==> src/rtl/clk_rst_seq_if.sv <==
// clk_rst_seq_if
//   Groups the sequencer's status and control signals into one bundle.
//   master : the sequencer (samples mmcm_locked/retry_req, drives the rest)
//   slave  : the surrounding logic / MMCM side
// Signals:
//   mmcm_locked   MMCM locked status (asynchronous to sys_clk)
//   retry_req     single-cycle pulse that leaves FAULT
//   mmcm_rst      MMCM reset, active-high
//   domain_rst    per-domain resets, active-high, bit 0 released first
//   ready         all domains released and MMCM locked
//   fail          sticky fault flag
//   lock_loss_cnt saturating count of lock losses seen while running
//   state         HOLD=0, WAIT_LOCK=1, STAGGER=2, RUN=3, FAULT=4
interface clk_rst_seq_if #(
  parameter int NUM_DOMAINS = 3,
  parameter int CNT_W       = 8
);
  logic                   mmcm_locked;
  logic                   retry_req;
  logic                   mmcm_rst;
  logic [NUM_DOMAINS-1:0] domain_rst;
  logic                   ready;
  logic                   fail;
  logic [CNT_W-1:0]       lock_loss_cnt;
  logic [2:0]             state;

  modport master (
    input  mmcm_locked, retry_req,
    output mmcm_rst, domain_rst, ready, fail, lock_loss_cnt, state
  );

  modport slave (
    output mmcm_locked, retry_req,
    input  mmcm_rst, domain_rst, ready, fail, lock_loss_cnt, state
  );
endinterface

==> src/rtl/clk_rst_seq.sv <==
// clk_rst_seq
//   Clock/reset sequencer in the sys_clk domain. Holds the MMCM in reset,
//   qualifies its locked status, then releases the downstream domain resets
//   one at a time in index order. Lock loss re-sequences from HOLD, lock
//   timeouts retry, and repeated timeouts park the block in a sticky FAULT.
// Ports:
//   sys_clk    block clock
//   sys_rst_n  asynchronous active-low reset
//   bus        clk_rst_seq_if.master (see interface file for signal list)
module clk_rst_seq #(
  parameter int SYNC_STAGES     = 2,
  parameter int RST_HOLD_CYCLES = 16,
  parameter int LOCK_STABLE     = 4,
  parameter int LOCK_TIMEOUT    = 1024,
  parameter int MAX_RETRIES     = 3,
  parameter int NUM_DOMAINS     = 3,
  parameter int STAGGER_CYCLES  = 8,
  parameter int CNT_W           = 8
) (
  input  logic          sys_clk,
  input  logic          sys_rst_n,
  clk_rst_seq_if.master bus
);

  localparam int HOLD_W = $clog2(RST_HOLD_CYCLES + 1);
  localparam int STAB_W = $clog2(LOCK_STABLE + 1);
  localparam int TO_W   = $clog2(LOCK_TIMEOUT + 1);
  localparam int RTR_W  = $clog2(MAX_RETRIES + 1);
  localparam int SUB_W  = $clog2(STAGGER_CYCLES + 1);

  localparam logic [HOLD_W-1:0] HOLD_LAST = HOLD_W'(RST_HOLD_CYCLES);
  localparam logic [STAB_W-1:0] STAB_LAST = STAB_W'(LOCK_STABLE - 1);
  localparam logic [TO_W-1:0]   TO_LAST   = TO_W'(LOCK_TIMEOUT - 1);
  localparam logic [RTR_W-1:0]  RTR_MAX   = RTR_W'(MAX_RETRIES);
  localparam logic [SUB_W-1:0]  SUB_LAST  = SUB_W'(STAGGER_CYCLES - 1);

  typedef enum logic [2:0] {
    HOLD      = 3'd0,
    WAIT_LOCK = 3'd1,
    STAGGER   = 3'd2,
    RUN       = 3'd3,
    FAULT     = 3'd4
  } state_t;

  state_t                 state_reg;
  logic [SYNC_STAGES-1:0] sync_reg;
  logic [HOLD_W-1:0]      hold_cnt_reg;
  logic [STAB_W-1:0]      stable_cnt_reg;
  logic [TO_W-1:0]        timeout_cnt_reg;
  logic [RTR_W-1:0]       retry_cnt_reg;
  logic [SUB_W-1:0]       sub_cnt_reg;
  logic                   mmcm_rst_reg;
  logic [NUM_DOMAINS-1:0] domain_rst_reg;
  logic                   ready_reg;
  logic                   fail_reg;
  logic [CNT_W-1:0]       lock_loss_cnt_reg;

  logic                   locked_s;
  logic                   lock_qualified;
  logic [RTR_W-1:0]       retry_inc;
  logic [NUM_DOMAINS-1:0] domain_shift;

  assign locked_s       = sync_reg[SYNC_STAGES-1];
  assign lock_qualified = locked_s && (stable_cnt_reg == STAB_LAST);
  assign retry_inc      = retry_cnt_reg + RTR_W'(1);
  // Shifting zeros in from bit 0 makes out-of-order release impossible.
  assign domain_shift   = domain_rst_reg << 1;

  always_ff @(posedge sys_clk or negedge sys_rst_n) begin
    if (!sys_rst_n) begin
      state_reg         <= HOLD;
      sync_reg          <= '0;
      hold_cnt_reg      <= '0;
      stable_cnt_reg    <= '0;
      timeout_cnt_reg   <= '0;
      retry_cnt_reg     <= '0;
      sub_cnt_reg       <= '0;
      mmcm_rst_reg      <= 1'b1;
      domain_rst_reg    <= '1;
      ready_reg         <= 1'b0;
      fail_reg          <= 1'b0;
      lock_loss_cnt_reg <= '0;
    end else begin
      sync_reg <= {sync_reg[SYNC_STAGES-2:0], bus.mmcm_locked};

      case (state_reg)
        HOLD: begin
          mmcm_rst_reg   <= 1'b1;
          domain_rst_reg <= '1;
          ready_reg      <= 1'b0;
          if (hold_cnt_reg == HOLD_LAST) begin
            state_reg       <= WAIT_LOCK;
            mmcm_rst_reg    <= 1'b0;
            stable_cnt_reg  <= '0;
            timeout_cnt_reg <= '0;
          end else begin
            hold_cnt_reg <= hold_cnt_reg + HOLD_W'(1);
          end
        end

        WAIT_LOCK: begin
          if (lock_qualified) begin
            state_reg     <= STAGGER;
            retry_cnt_reg <= '0;
            sub_cnt_reg   <= '0;
          end else begin
            stable_cnt_reg <= locked_s ? stable_cnt_reg + STAB_W'(1) : '0;
            // Timeout only matters while the lock is not yet qualified.
            if (timeout_cnt_reg == TO_LAST) begin
              retry_cnt_reg <= retry_inc;
              mmcm_rst_reg  <= 1'b1;
              // The transition edge itself counts as the first hold cycle.
              hold_cnt_reg  <= HOLD_W'(1);
              if (retry_inc == RTR_MAX) begin
                state_reg <= FAULT;
                fail_reg  <= 1'b1;
              end else begin
                state_reg <= HOLD;
              end
            end else begin
              timeout_cnt_reg <= timeout_cnt_reg + TO_W'(1);
            end
          end
        end

        STAGGER: begin
          // Lock loss wins over a release due on the same edge.
          if (!locked_s) begin
            state_reg      <= HOLD;
            mmcm_rst_reg   <= 1'b1;
            domain_rst_reg <= '1;
            ready_reg      <= 1'b0;
            hold_cnt_reg   <= HOLD_W'(1);
          end else if (sub_cnt_reg == SUB_LAST) begin
            sub_cnt_reg    <= '0;
            domain_rst_reg <= domain_shift;
            if (domain_shift == '0) begin
              state_reg <= RUN;
              ready_reg <= 1'b1;
            end
          end else begin
            sub_cnt_reg <= sub_cnt_reg + SUB_W'(1);
          end
        end

        RUN: begin
          if (!locked_s) begin
            state_reg      <= HOLD;
            mmcm_rst_reg   <= 1'b1;
            domain_rst_reg <= '1;
            ready_reg      <= 1'b0;
            hold_cnt_reg   <= HOLD_W'(1);
            if (lock_loss_cnt_reg != '1)
              lock_loss_cnt_reg <= lock_loss_cnt_reg + CNT_W'(1);
          end
        end

        FAULT: begin
          mmcm_rst_reg   <= 1'b1;
          domain_rst_reg <= '1;
          ready_reg      <= 1'b0;
          fail_reg       <= 1'b1;
          if (bus.retry_req) begin
            state_reg     <= HOLD;
            fail_reg      <= 1'b0;
            retry_cnt_reg <= '0;
            hold_cnt_reg  <= HOLD_W'(1);
          end
        end

        default: begin
          state_reg      <= HOLD;
          mmcm_rst_reg   <= 1'b1;
          domain_rst_reg <= '1;
          ready_reg      <= 1'b0;
          hold_cnt_reg   <= '0;
        end
      endcase
    end
  end

  assign bus.state         = state_reg;
  assign bus.mmcm_rst      = mmcm_rst_reg;
  assign bus.domain_rst    = domain_rst_reg;
  assign bus.ready         = ready_reg;
  assign bus.fail          = fail_reg;
  assign bus.lock_loss_cnt = lock_loss_cnt_reg;

endmodule

==> src/flat_wrapper.sv <==
// flat-port wrapper written by rule: the top's interface ports become plain ports
module clk_rst_seq_flat 
#(
  parameter int SYNC_STAGES     = 2,
  parameter int RST_HOLD_CYCLES = 16,
  parameter int LOCK_STABLE     = 4,
  parameter int LOCK_TIMEOUT    = 1024,
  parameter int MAX_RETRIES     = 3,
  parameter int NUM_DOMAINS     = 3,
  parameter int STAGGER_CYCLES  = 8,
  parameter int CNT_W           = 8
)
  (sys_clk, sys_rst_n, bus_mmcm_locked, bus_retry_req, bus_mmcm_rst, bus_domain_rst, bus_ready, bus_fail, bus_lock_loss_cnt, bus_state);
  clk_rst_seq_if #(.NUM_DOMAINS(NUM_DOMAINS), .CNT_W(CNT_W)) bus_i ();
  input  logic sys_clk;
  input  logic sys_rst_n;
  input wire logic [$bits(bus_i.mmcm_locked)-1:0] bus_mmcm_locked;
  input wire logic [$bits(bus_i.retry_req)-1:0] bus_retry_req;
  output wire logic [$bits(bus_i.mmcm_rst)-1:0] bus_mmcm_rst;
  output wire logic [$bits(bus_i.domain_rst)-1:0] bus_domain_rst;
  output wire logic [$bits(bus_i.ready)-1:0] bus_ready;
  output wire logic [$bits(bus_i.fail)-1:0] bus_fail;
  output wire logic [$bits(bus_i.lock_loss_cnt)-1:0] bus_lock_loss_cnt;
  output wire logic [$bits(bus_i.state)-1:0] bus_state;
  assign bus_i.mmcm_locked = bus_mmcm_locked;
  assign bus_i.retry_req = bus_retry_req;
  assign bus_mmcm_rst = bus_i.mmcm_rst;
  assign bus_domain_rst = bus_i.domain_rst;
  assign bus_ready = bus_i.ready;
  assign bus_fail = bus_i.fail;
  assign bus_lock_loss_cnt = bus_i.lock_loss_cnt;
  assign bus_state = bus_i.state;
  clk_rst_seq #(.SYNC_STAGES(SYNC_STAGES), .RST_HOLD_CYCLES(RST_HOLD_CYCLES), .LOCK_STABLE(LOCK_STABLE), .LOCK_TIMEOUT(LOCK_TIMEOUT), .MAX_RETRIES(MAX_RETRIES), .NUM_DOMAINS(NUM_DOMAINS), .STAGGER_CYCLES(STAGGER_CYCLES), .CNT_W(CNT_W)) u_core (.sys_clk(sys_clk), .sys_rst_n(sys_rst_n), .bus(bus_i));
endmodule
==> config.mk <==
export PLATFORM = sky130hd
export DESIGN_NAME = clk_rst_seq_flat
export DESIGN_NICKNAME = d
export VERILOG_FILES = /design/src/rtl/clk_rst_seq_if.sv /design/src/rtl/clk_rst_seq.sv /design/src/flat_wrapper.sv
export SDC_FILE = /design/constraint.sdc
export NUM_CORES = 1
export LEC_CHECK = 0
export CELL_PAD_IN_SITES_DETAIL_PLACEMENT = 1
export CELL_PAD_IN_SITES_GLOBAL_PLACEMENT = 1
export CORE_UTILIZATION = 44
export DETAILED_ROUTE_END_ITERATION = 10
export GPL_ROUTABILITY_DRIVEN = 0
export PLACE_DENSITY_LB_ADDON = 0.1
export SLEW_MARGIN = 10
export SYNTH_ARGS = -nofsm -noshare
export SYNTH_HDL_FRONTEND = slang
export SYNTH_SLANG_ARGS = --single-unit
==> constraint.sdc <==
create_clock -name sys_clk -period 2.96 [get_ports sys_clk]
set_clock_uncertainty 0.05 [all_clocks]
set_input_delay 0.74 -clock sys_clk [delete_from_list [all_inputs] [get_ports sys_clk]]
set_output_delay 0.74 -clock sys_clk [all_outputs]
set_load 0.05 [all_outputs]
Yosys cells after proc, flatten, opt, wreduce, memory -nomap -nowiden
Index checks and enable logic that the tools add are counted.
Cells by class
  muxes and demuxes: 51
  shift operators: 0
  add/subtract/negate cells: 6
  multipliers: 0
  magnitude comparators: 0
  reductions and logical operators: 18
  equality and inequality tests: 24
  divide/modulo/power cells: 0
  bitwise gates (word level): 2
Operators by type and width (number)
  2-to-1 mux 3 bit: 15
  2-to-1 mux 11 bit: 3
  2-to-1 mux 5 bit: 5
  case mux 11 bit (2 select lines): 1
  case mux 5 bit (4 select lines): 1
  AND reduction 3 bit: 6
  case mux 3 bit (5 select lines): 1
  2-to-1 mux 1 bit: 12
  2-to-1 mux 4 bit: 3
  inequality test 2 bit (second input constant): 6
  AND reduction 4 bit: 3
  adder 11 x 1 -> 11 bit (second input constant): 1
  == test 11 x 10 -> 1 bit (second input constant): 1
  inequality test 2 x 1 -> 1 bit (second input constant): 5
  == test 3 x 2 -> 1 bit (second input constant): 3
  case mux 3 bit (3 select lines): 1
  adder 8 x 1 -> 8 bit (second input constant): 1
  inequality test 8 bit (second input constant): 1
  case mux 4 bit (2 select lines): 1
  logical NOT 3 bit: 2
  2-to-1 mux 2 bit: 3
  inequality test 3 bit (second input constant): 2
  case mux 1 bit (3 select lines): 2
  case mux 3 bit (2 select lines): 1
  18 further kinds: 21
Storage, ports and cells
  bits in registers: 44
  ROM bits: 0
  RAM bits: 0
  bits in latches: 0
  memories kept: 0
  input bits: 4

Depth between registers and ports, before layout
Gate-level depths: netlist of run 1.
  depth after elaboration: 6
  gate-level depth with buffers: 7
  mapped depth without buffers: 6

Worst setup path after synthesis of run 1
No wires, ideal clock.
  path type: reg-to-reg
  start: register u_core.state_reg[0] (netlist: u_core.bus.state[0])
  end: register u_core.state_reg[0] (netlist: u_core.bus.state[0])
  arrival: 2.076 ns
  clock period less this slack: 2.251 ns
  setup slack: 0.709 ns
  buffers on the path: 0
  data required time: 2.785 ns
  stages on the path, launching flop included: 5
  cells stage by stage: dfrtp_1 > or4bb_1 > o31a_1 > a2111o_1 > mux2_4
Between the ends
  cells in the longest elaborated chain, start to end: 3
RTL lines
  start: declaration: RTL line clk_rst_seq.sv:45  | state_t state_reg;
  start signal: assignment: RTL line clk_rst_seq.sv:71  | state_reg <= HOLD;
  start signal: assignment: RTL line clk_rst_seq.sv:92  | state_reg <= WAIT_LOCK;
  start signal: assignment: RTL line clk_rst_seq.sv:103  | state_reg <= STAGGER;
  == test 3 x 2 -> 1 bit, or another cell as far along: RTL line clk_rst_seq.sv:86  | case (state_reg)
  inequality test 3 bit (no line), or another cell as far along
  AND reduction 6 bit (no line)
Parallel ways exist; a longest one is shown, timed or not.
A chain may end at the register's enable or synchronous reset.

Final worst setup path of run 1
  start: register u_core.state_reg[0] (netlist: u_core.bus.state[0])
  end: output port bus_state[0]
RTL lines
  end: declaration: RTL line flat_wrapper.sv:24  | output wire logic [$bits(bus_i.state)-1:0] bus_state;
No word-level cell between the ends.

==> results.json, run 1 <==
{
  "outcome": "finished, final reports clean",
  "path_class": "flop to primary output",
  "max_freq_mhz": 377,
  "p_per_area_nw_per_um2": 740,
  "r2r_cells": 4,
  "multiInputGateArea_um2": 1110,
  "p_leak_nw": 1.15,
  "setup-tns-final_ns": 0,
  "worstMarginPinSlew_ns": 0.643,
  "regToRegSetupSlack_ns": 0.57,
  "antenna_found_initial": 0,
  "ys_seq_area_share_pct": 48.7,
  "min_from": "u_core.sync_reg[0]",
  "finalCritPeriodShare_pct": 89.6,
  "cts_buffers": 5,
  "required_ns": 2.17,
  "cts.hold.buffers_added": 0,
  "synth_edf_count": 0,
  "syn-num-nets": 238,
  "slowest_delay_ns": 0.91,
  "setup_violations": 0,
  "grt_start_max_net_pins": 26,
  "seqPwrFrac_pct": 43.3,
  "seq_area_um2": 1110,
  "first_pass_iters": 4,
  "h-tree-depth": 2,
  "drt-total-wl_um": 5170,
  "dp.cells": 312,
  "hp-class": "flop to flop",
  "layout-area-overhead-vs-synth_pct": 16.8,
  "ant_nets": 0,
  "overflow": 0,
  "drc": 0,
  "chipWidth_um": 73.8,
  "final_hold_viol_count": 0,
  "clockBufferDepth": 2,
  "cts.clk_slew.worst_paths_ns": 0.08,
  "p_sw_uw": 776,
  "stdcell_count": 320,
  "clk-insertion-delay-late_ns": 0.29,
  "dr_total_vias": 1844,
  "core-area_um2": 4850,
  "syn_inst": 226,
  "yosysWarnings": 0,
  "clkSinkCount": 44,
  "synthFlopType": "dfrtp_1",
  "synthesis.area_um2": 2270,
  "cts_root_buffer": "clkbuf_8",
  "start_kind": "flop",
  "r2r-end": "u_core.timeout_cnt_reg[9]",
  "period_minus_slack_ns": 2.65,
  "grt_usage_pct": 21.7,
  "die_y_um": 73.8,
  "slew-limit-headroom_pct": 57.0,
  "p_comb_share_pct": 36.9,
  "pin_count": 21,
  "viasPerCell": 5.76,
  "largest_reg_flops": 11,
  "r2r_start": "u_core.bus.state[0]",
  "power.share.clock_pct": 19.9,
  "ys_ff_latch": 44,
  "crit_path_end_kind": "primary output",
  "startpoint": "u_core.bus.state[0]",
  "post_synth.cell_area_avg_um2": 10.0,
  "fill_cells": 563,
  "min_to": "u_core.sync_reg[1]",
  "worst_path_max_delay_cell": "clkdlybuf4s50_1",
  "critPathMaxFanout": 18,
  "grt_pass1_wl_um": 9000,
  "crit_chain": "clkdlybuf4s50_1",
  "min_path_cells": 0,
  "rows": 25,
  "p_int_mw": 1.19,
  "diodes": 0,
  "crit_family": "buffers and inverters",
  "synthArstFlopShare_pct": 100,
  "worstPathArrival_ns": 1.86,
  "synthDistinctLibCells": 53,
  "hpwl_um": 3720,
  "final_nets": 264,
  "cts_setup_buffers": 0,
  "drt_iter0_drc": 80,
  "cts_tree": "built",
  "maxCapViolCount": 0,
  "swShare_pct": 39.6,
  "ir_drop_mv": 0.316,
  "port_buffers": 20,
  "initial_core_util_pct": 46.8,
  "wire_per_inst_um": 16.2,
  "layout-drive-gt1-share_pct": 11.1,
  "final_max_slew_viol_count": 0,
  "die_area_um2": 5450,
  "cts_resized": 0,
  "rsz0062_at_grt": "false",
  "grt_pass1_vias": 1881,
  "worst-path-buf-inv": 1
}
cell usage after synthesis (6+ instances only):
cell type  number  share of area [%]
a21oi_1        13                2.9
a31oi_1        10                2.8
dfrtp_1        40                 44
ha_1            8                4.4
inv_1           6               0.99
nand2_1        22                3.6
nand2b_1        6                1.7
nand3_1        11                2.4
nor2_1         12                2.0
nor3_1          7                1.5
o21ai_0        11                2.4
xnor2_1         6                2.3
routing by layer:
layer / vias to the layer above / wire length (um) / global-route usage (%)
met4: 0 / 87 / 7.26
met2: 24 / 2380 / 34.1
met1: 920 / 2570 / 29.8
met5: - / 0 / 0
met3: 9 / 134 / 4.25
li1: 891 / - / -
through the flow:
stage	setup WS (ns)	utilization, %	power [mW]	hold WS [ns]	cell area, um2
2_1_floorplan	0.709	-	1.34	0.281	2270
3_3_place_gp	0.558	52.8	1.56	0.282	2560
3_5_place_dp	0.572	52.8	1.57	0.288	2560
4_1_cts	0.292	54.7	1.98	0.307	2650
5_1_grt	0.204	54.7	2.11	0.321	2650
6_report	0.308	54.7	1.96	0.303	2650
placed cells by master, fill, tap and decap left out, types with 2 or more instances in the layout:
cell,instances
a211o_1,3
a21o_1,3
a21oi_1,13
a31oi_1,10
and2_1,5
and3_1,2
buf_4,6
clkbuf_8,6
clkdlybuf4s50_1,19
clkinv_2,2
dfrtp_1,40
dfstp_2,4
ha_1,8
inv_1,6
nand2_1,22
nand2b_1,6
nand3_1,11
nand3b_1,2
nand4_1,4
nor2_1,12
nor3_1,7
nor3b_1,3
nor4_1,4
o21a_1,4
o21ai_0,11
o22a_1,3
or3_1,2
xnor2_1,6
xor2_1,3
layout make-up:
| cell class | count | share of cell area [%] |
|---|---|---|
| clock inverter | 2 | 0.377 |
| tap | 67 | 3.16 |
| timing repair buffer | 26 | 9.06 |
| inverter | 6 | 0.849 |
| multi-input combinational | 169 | 41.7 |
| sequential | 44 | 41.7 |
| clock buffer | 6 | 3.11 |
worst max path at each step:
stage,endpoint,slack [ns],depth (start not counted)
2_1_floorplan,u_core.bus.state[0],0.71,4
3_3_place_gp,u_core.retry_cnt_reg[1],0.56,4
4_1_cts,bus_state[0],0.29,1
5_1_grt,bus_state[0],0.20,1
3_5_place_dp,u_core.timeout_cnt_reg[9],0.57,4
6_report,bus_state[0],0.31,1
power groups by stage:
stage               clock network (mW)  logic, mW  registers [mW]
floorplan                            0      0.466           0.876
global placement                     0      0.702           0.855
detailed placement                   0      0.710           0.861
CTS                              0.405      0.726           0.849
global route                     0.430      0.805           0.873
finish                           0.390      0.723           0.849
logic make-up after synthesis:
group | share of synthesized area, %
AO/OA/AOI/OAI | 17.9
XOR/XNOR | 3.47
adder cells (fa/ha/maj) | 4.41
buffers and inverters | 2.53
flip-flops | 48.7
multiplexers | 1.16
AND/OR/NAND/NOR | 21.9
No activity file was read; power rests on OpenSTA's default activity.
==> run 2: changes to the inputs <==
--- a/config.mk
+++ b/config.mk
@@ -5,9 +5,11 @@
 export SDC_FILE = /design/constraint.sdc
 export NUM_CORES = 1
 export LEC_CHECK = 0
+export ABC_AREA = 1
+export CAP_MARGIN = 0
 export CELL_PAD_IN_SITES_DETAIL_PLACEMENT = 1
 export CELL_PAD_IN_SITES_GLOBAL_PLACEMENT = 1
-export CORE_UTILIZATION = 44
+export CORE_UTILIZATION = 43
 export DETAILED_ROUTE_END_ITERATION = 10
 export GPL_ROUTABILITY_DRIVEN = 0
 export PLACE_DENSITY_LB_ADDON = 0.1
==> run 2 against run 1 <==
  * Total power grew 13%
  * Utilization is 2.9 points lower
  * Combinational power grew 33%
  * Setup slack improved by 0.21 ns
  * Worst hold slack about the same
  * Sequential share of layout area decreased by 2.7 points
  * Largest cell class unchanged
==> results.json, run 2 <==
{
  "synthArstFlopShare_pct": 100,
  "p_leak_nw": 1.39,
  "synthXorXnorAreaFrac_pct": 3.23,
  "chipWidth_um": 77.3,
  "p_sw_uw": 962,
  "synth_area_leader_cell": "dfrtp_1",
  "final_max_slew_viol_count": 0,
  "cts_root_buffer": "clkbuf_8",
  "drt-total-wl_um": 5880,
  "drc": 0,
  "largest_reg_flops": 11,
  "final_nets": 351,
  "dpl_cell_area_um2": 2730,
  "worstPathArrival_ns": 1.66,
  "setup-tns-final_ns": 0,
  "critPathMaxFanout": 8,
  "clockBufferDepth": 2,
  "ant_nets": 0,
  "pre_cts_ws_ns": 0.834,
  "cts_tree": "built",
  "path_class": "flop to primary output",
  "rsz0062_at_grt": "false",
  "ys_top_cells_by_area": "dfrtp_1 (41%), nand2_1 (14%), inv_1 (6.5%), nand3_1 (5.1%), nor2_1 (4.6%)",
  "wire_per_inst_um": 14.3,
  "final_hold_viol_count": 0,
  "syn_inst": 311,
  "p_int_mw": 1.26,
  "crit_family": "buffers and inverters",
  "synth-simple-area-share_pct": 31.5,
  "crit_path_end_kind": "primary output",
  "synthesis.area_um2": 2440,
  "port_buffers": 20,
  "slowest_delay_ns": 0.86,
  "die_y_um": 77.3,
  "rows": 27,
  "swShare_pct": 43.2,
  "cts_setup_buffers": 0,
  "min_from": "u_core.sync_reg[0]",
  "hpwl_um": 4490,
  "ir_drop_mv": 0.437,
  "finalCritPeriodShare_pct": 82.6,
  "post_synth.cell_area_avg_um2": 7.85,
  "design_area_um2": 2840,
  "ys_ff_latch": 44,
  "first_pass_iters": 4,
  "min_to": "u_core.sync_reg[1]",
  "r2r_cells": 10,
  "synthFlopType": "dfrtp_1",
  "diodes": 0,
  "yosysWarnings": 0,
  "p_per_area_nw_per_um2": 784,
  "slew-limit-headroom_pct": 64.8,
  "grt_start_max_net_pins": 25,
  "grt_usage_pct": 22.6,
  "die_area_um2": 5980,
  "final_cell_mix": "nand2_1 (93), inv_1 (42), dfrtp_1 (40)",
  "drt_iter0_drc": 59,
  "viasPerCell": 5.09,
  "clkSinkCount": 44,
  "cts.hold.buffers_added": 0,
  "dr_total_vias": 2096,
  "cts.clk_slew.worst_paths_ns": 0.08,
  "p_comb_share_pct": 43.1,
  "pin_count": 21,
  "synth-adder-area-share_pct": 4.10,
  "cts_resized": 0,
  "start_kind": "flop",
  "cts_buffers": 5,
  "syn-num-nets": 323,
  "r2r-end": "u_core.timeout_cnt_reg[6]",
  "period_minus_slack_ns": 2.45,
  "grt_pass1_vias": 2227,
  "max_freq_mhz": 409,
  "setup_ws_ns": 0.515,
  "initial_core_util_pct": 44.6,
  "layout_commonest_cell": "nand2_1",
  "synth_edf_count": 0,
  "setup_violations": 0,
  "r2r_start": "u_core.stable_cnt_reg[0]",
  "synth_mux_area_share_pct": 0.923,
  "worst-path-buf-inv": 1,
  "hp-class": "flop to flop",
  "synth_common_cells": "nand2_1 (93), inv_1 (42), dfrtp_1 (40)",
  "core-area_um2": 5470,
  "ys_seq_area_share_pct": 45.3,
  "grt_pass1_wl_um": 10500,
  "worst_path_max_delay_cell": "clkdlybuf4s50_1",
  "layout-area-overhead-vs-synth_pct": 16.3,
  "h-tree-depth": 2,
  "synth.most_common_cell": "nand2_1",
  "hold_slack_ns": 0.302,
  "synth-compound-area-share_pct": 7.79,
  "clk-insertion-delay-late_ns": 0.30,
  "synthDistinctLibCells": 28,
  "worstMarginPinSlew_ns": 0.526,
  "synth_top_area_share_pct": 41.0,
  "synth_top_family_by_area": "simple AND/OR/NAND/NOR gates",
  "power.share.clock_pct": 20.6,
  "seqPwrFrac_pct": 36.3,
  "layout-drive-gt1-share_pct": 9.41,
  "regToRegSetupSlack_ns": 0.91,
  "crit_chain": "clkdlybuf4s50_1",
  "overflow": 0,
  "required_ns": 2.17,
  "min_path_cells": 0,
  "outcome": "finished, final reports clean",
  "maxCapViolCount": 0,
  "antenna_found_initial": 0
}
run 2: final cells by class:
cell class | instances | area (um2)
clock inverters | 2 | 35.0
multi-input cells | 223 | 1160
repair buffers | 22 | 210
clock buffers | 6 | 72.6
inverters | 43 | 161
well taps | 72 | 90.1
fillers | 706 | 2640
flip-flops and latches | 44 | 1110
run 2: metal layers:
layer / GRT usage (%) / routed length (um) / vias to the layer above
met4: 6.23 / 70 / 0
met2: 38.1 / 2910 / 16
met3: 4.05 / 116 / 6
li1: - / - / 1047
met5: 0 / 0 / -
met1: 29.6 / 2780 / 1027
run 2: how the worst max path moves through the flow:
| stage | startpoint | end | slack (ns) | cells past startpoint |
|---|---|---|---|---|
| after CTS | u_core.bus.state[0] | bus_state[0] | 0.49 | 1 |
| after floorplan | u_core.bus.lock_loss_cnt[0] | u_core.bus.lock_loss_cnt[6] | 1.12 | 8 |
| final | u_core.bus.state[0] | bus_state[0] | 0.51 | 1 |
| after global routing | u_core.bus.state[0] | bus_state[0] | 0.44 | 1 |
| after global placement | u_core.bus.state[0] | bus_state[0] | 0.86 | 1 |
| after detailed placement | u_core.bus.state[0] | bus_state[0] | 0.83 | 1 |
run 2: power by group through the flow:
stage,Combinational [mW],Clock [mW],Sequential [mW]
CTS,0.968,0.476,0.807
finish,0.959,0.459,0.808
global placement,0.922,0,0.811
floorplan,0.616,0,0.883
detailed placement,0.957,0,0.819
global route,1.08,0.494,0.822
run 2: stage by stage:
stage / utilization (%) / instances / total power [mW]
finish: 51.8 / 412 / 2.23
global route: 51.8 / 412 / 2.39
CTS: 51.8 / 412 / 2.25
detailed placement: 49.9 / 404 / 1.78
global placement: 49.9 / 404 / 1.73
floorplan: - / 311 / 1.50
run 2: cells by family (layout without fill, tap and decap cells):
| kind of cell | after synthesis | count (layout) |
|---|---|---|
| AO/OA/AOI/OAI | 32 | 32 |
| adder cells (fa/ha/maj) | 8 | 8 |
| buffers and inverters | 44 | 73 |
| multiplexers | 1 | 1 |
| XOR/XNOR | 9 | 9 |
| AND/OR/NAND/NOR | 173 | 173 |
| flip-flops | 44 | 44 |
